<file path="config.mk">
export PLATFORM = sky130hd
export DESIGN_NAME = fetch_unit
export DESIGN_NICKNAME = d
export VERILOG_FILES = /design/src/rtl/fetch_unit.sv
export SDC_FILE = /design/constraint.sdc
export NUM_CORES = 1
export LEC_CHECK = 0
export ABC_AREA = 1
export BUFFER_PORTS_ARGS = -buffer_cell sky130_fd_sc_hd__buf_2
export CAP_MARGIN = 5
export CORE_ASPECT_RATIO = 1.25
export CORE_MARGIN = 2
export CORE_UTILIZATION = 50
export DETAILED_ROUTE_END_ITERATION = 16
export PLACE_DENSITY = 0.79
export SYNTH_ARGS = -nofsm -noshare
export SYNTH_HDL_FRONTEND = slang
export SYNTH_SLANG_ARGS = --single-unit
</file>
<file path="constraint.sdc">
create_clock -name clk -period 6.9 [get_ports clk]
set_input_delay 0.345 -clock clk [delete_from_list [all_inputs] [get_ports clk]]
set_output_delay 0.345 -clock clk [all_outputs]
set_load 0.02 [all_outputs]
</file>
<file path="src/rtl/fetch_unit.sv">
// fetch_unit: instruction fetcher with one outstanding memory request,
// a one-entry decoder buffer, redirect flush and a drain state for stale responses.
module fetch_unit #(
  parameter logic [31:0] RESET_PC = 32'h0000_0000
) (
  input  logic        clk,
  input  logic        rst,
  output logic        imem_req,
  output logic [31:0] imem_addr,
  input  logic        imem_valid,
  input  logic [31:0] imem_rdata,
  output logic        instr_valid,
  input  logic        instr_ready,
  output logic [31:0] instr,
  output logic [31:0] instr_pc,
  input  logic        redirect,
  input  logic [31:0] redirect_pc
);

  typedef enum logic [1:0] {
    FETCH,
    WAIT,
    FULL,
    DRAIN
  } state_t;

  state_t      state;
  logic [31:0] pc;
  logic [31:0] target;
  logic        in_flight;

  assign target    = redirect_pc & 32'hFFFF_FFFC;
  assign in_flight = (state == WAIT) || (state == DRAIN);

  assign imem_addr   = pc;
  assign imem_req    = !rst && (state == FETCH) && !redirect;
  assign instr_valid = (state == FULL) && !redirect;

  // A redirect wins over everything; an unanswered request must still drain.
  always_ff @(posedge clk or posedge rst) begin
    if (rst) begin
      state    <= FETCH;
      pc       <= RESET_PC & 32'hFFFF_FFFC;
      instr    <= 32'h0;
      instr_pc <= 32'h0;
    end else if (redirect) begin
      pc    <= target;
      state <= (in_flight && !imem_valid) ? DRAIN : FETCH;
    end else begin
      unique case (state)
        FETCH: state <= WAIT;
        WAIT: begin
          if (imem_valid) begin
            instr    <= imem_rdata;
            instr_pc <= pc;
            pc       <= pc + 32'd4;
            state    <= FULL;
          end
        end
        FULL: begin
          if (instr_ready) state <= FETCH;
        end
        DRAIN: begin
          if (imem_valid) state <= FETCH;
        end
        default: state <= FETCH;
      endcase
    end
  end

endmodule

</file>
==> results_dict.tcl <==
set metrics [dict create \
    ys_ff_latch 94 \
    utilization_pct 63.4 \
    fin_area_sq_um 5720 \
    rsz0062_at_grt "no" \
    cts_tree "built" \
    clk_pin_slew_ns 0.07 \
    fin_tns_setup_ns 0 \
    p_leak_nw 3.04 \
    drtIter0Drc 229 \
    cp_top_family "buffers and inverters" \
    swShare_pct 42.1 \
    holdBufCountCts 0 \
    fin_skew_ns 0.00783 \
    path_max_fanout 34 \
    setup_viol 0 \
    synthDistinctLibCells 33 \
    routedWlPerCell_microns 14.2 \
    fin_crit_sh_pct 32.5 \
    grt_pass1_vias 4462 \
    maxSlewViolCount 0 \
    num_rows 39 \
    port_buffers 160 \
    antenna_found_initial 0 \
    final_layout_size_suffix_gt1_share_pct 27.1 \
    cap_violations 0 \
    synth.avg_cell_area_sq_um 7.72 \
    critPathCaptureType "flip-flop" \
    crit_buf_inv 3 \
    dr.pass1.iters 5 \
    cp_num_cells 8 \
    cp_slowest_stage_delay_ns 0.56 \
    required_ns 7.12 \
    worst_pin_slew_ns 0.721 \
    yosysWarnings 0 \
    hold_violations 0 \
    dpl.hpwl_mm 8.85 \
    clk_path_buf_depth 2 \
    drc_errors 0 \
    ys_seq_area_share_pct 51.2 \
    p_clk_share_pct 21.3 \
    slew_headroom_pct 52.0 \
    max-vdd-ir-drop_mv 0.189 \
    postPlaceCellArea_sq_um 5420 \
    die_width_microns 89.7 \
    viasPerCell 5.12 \
    root_buffer "clkbuf_16" \
    fillers 794 \
    seq_area_sq_um 2350 \
    path_common_cell "nand2_1" \
    critPathLaunchType "primary input" \
    seqPwrFrac_pct 39.6 \
    timing_worst_setup_path_type "primary input to flip-flop" \
    h-tree-depth 3 \
    syn_inst 595 \
    clk_latency_ns 0.34 \
    period_minus_slack_ns 2.24 \
    post-cts-setup-buffer-count 0 \
    core_sq_um 9030 \
    gp_congestion 0.888 \
    grt.total_usage_pct 26.0 \
    antenna_left 0 \
    internal_power_w 0.00134 \
    fp.dieH_microns 111 \
    power_density_nw_per_um2 406 \
    insertedDiodeCount 0 \
    p_switching_w 0.000977 \
    cts_sinks 94 \
    crit_arrival_ns 2.46 \
    max_freq_mhz 446 \
    cts_buffers 9 \
    syn_area_sq_um 4590 \
    die_area_sq_um 9970 \
    cts_resized 0 \
    ios 167 \
    grt_overflow 0 \
    status "complete, no violations" \
    grt_max_degree 66 \
    cp_slowest_cell "buf_2" \
    synthToLayoutAreaGrowth_pct 24.6 \
    routed_wl_mm 12.4 \
    grt_first_pass_wirelength_mm 20.9 \
    vias 4468 \
    hp-class "primary input to async pin" \
    reg2reg_depth 9 \
    start_util_pct 50.9 \
    multi_input_area_sq_um 1940 \
    combPwrFrac_pct 39.1 \
    crit_chain "buf_2, inv_1, nand2_2, inv_2, nand2_1, nand2_1, a21oi_1, o21ai_0" \
    finalNetCount 815 \
]
-- final cells by class --
cell class	count	share of cell area, %
well taps	123	2.69
clock buffers	9	3.94
multi-input cells	436	33.9
repair buffers	163	14.4
flip-flops and latches	94	41.1
inverters	41	2.73
clock inverters	6	1.25
-- cells in the final DEF (no fill, tap or decap), drive strengths merged, types with 2 or more instances in the layout --
cell type  instances
nand2            244
buf              163
dfrtp             94
nor2              79
inv               42
nand3             34
o21ai             29
clkbuf             9
nand3b             7
nor3               7
a21oi              6
nand4              6
xor2               4
conb               4
a31oi              3
o21bai             2
or2                2
o221ai             2
o2111ai            2
clkinvlp           2
clkinv             2
-- through the flow --
| stage | setup slack [ns] | hold WS (ns) | instances | power [W] |
|---|---|---|---|---|
| 2_1_floorplan | 4.11 | 0.462 | 598 | 0.00151 |
| 3_3_place_gp | 4.41 | 0.448 | 857 | 0.00181 |
| 3_5_place_dp | 4.37 | 0.453 | 857 | 0.00184 |
| 4_1_cts | 4.72 | 0.0890 | 872 | 0.00234 |
| 5_1_grt | 4.51 | 0.116 | 872 | 0.00246 |
| 6_report | 4.66 | 0.0630 | 872 | 0.00232 |
-- state kept, by name (all words and copies together), names as in the netlist --
| register | cells |
|---|---|
| instr | 32 |
| imem_addr | 30 |
| instr_pc | 30 |
| state | 2 |
-- synth_stat cells --
library cell,n,area [sq um]
nand2_2,5,31.3
buf_2,15,75.1
nor2_1,67,251
inv_1,37,139
nor3_2,1,10.0
nor3_1,6,30.0
a22oi_1,1,7.51
dfrtp_1,94,2350
o221ai_1,2,17.5
buf_1,1,3.75
nor2_2,5,31.3
nor2_4,7,78.8
nand2_1,239,897
ha_1,1,12.5
a31oi_1,3,18.8
o21ai_1,4,20.0
nand3b_1,7,52.6
clkbuf_1,3,11.3
inv_2,4,15.0
buf_6,2,22.5
or2_2,2,12.5
o211ai_1,1,7.51
a21oi_1,6,30.0
conb_1,1,3.75
o21ai_0,25,125
o31ai_1,1,7.51
nand3_1,34,170
o2111ai_1,2,17.5
buf_4,6,45.0
o21bai_1,2,15.0
o22ai_1,1,6.26
nand4_1,6,37.5
xor2_1,4,35.0
-- power by group through the flow --
stage               Combinational, W  Sequential (W)  Clock (W)
global placement            0.000892        0.000914          0
CTS                         0.000918        0.000916   0.000503
detailed placement          0.000915        0.000925          0
floorplan                   0.000324         0.00118          0
finish                      0.000907        0.000918   0.000495
global route                0.000993        0.000945   0.000524
-- path summary, 6_finish.rpt --
check                              startpoint  slack (ns)       endpoint
worst max-delay path                 redirect        4.66  imem_addr[11]
worst min-delay path                      rst        0.06       state[0]
min in group clk                imem_rdata[0]        0.20       instr[0]
worst max register to register       state[0]        4.72  imem_addr[27]
worst min register to register      instr[23]        0.47      instr[23]
max in group asynchronous                 rst        5.80  imem_addr[17]
-- logic make-up (layout without fill, tap and decap cells) --
kind of cell	after synthesis	in the layout	synth area share (%)
AOI/OAI and AO/OA	48	48	5.94
adders and majority gates	1	1	0.273
and+or+nand+nor	379	379	34.9
buffers and inverters	68	219	6.79
other	1	4	0.0817
DFF	94	94	51.2
xor gates and xnor gates	4	4	0.763
-- routing by layer --
metal / vias up / GRT usage [%] / part of all wire [%]
li1: 2161 / - / -
met1: 2089 / 33.3 / 42
met2: 189 / 42.7 / 48
met3: 29 / 4.35 / 6.6
met4: 0 / 13.1 / 3.1
met5: - / 0 / 0
No activity file was read; power rests on OpenSTA's default activity.
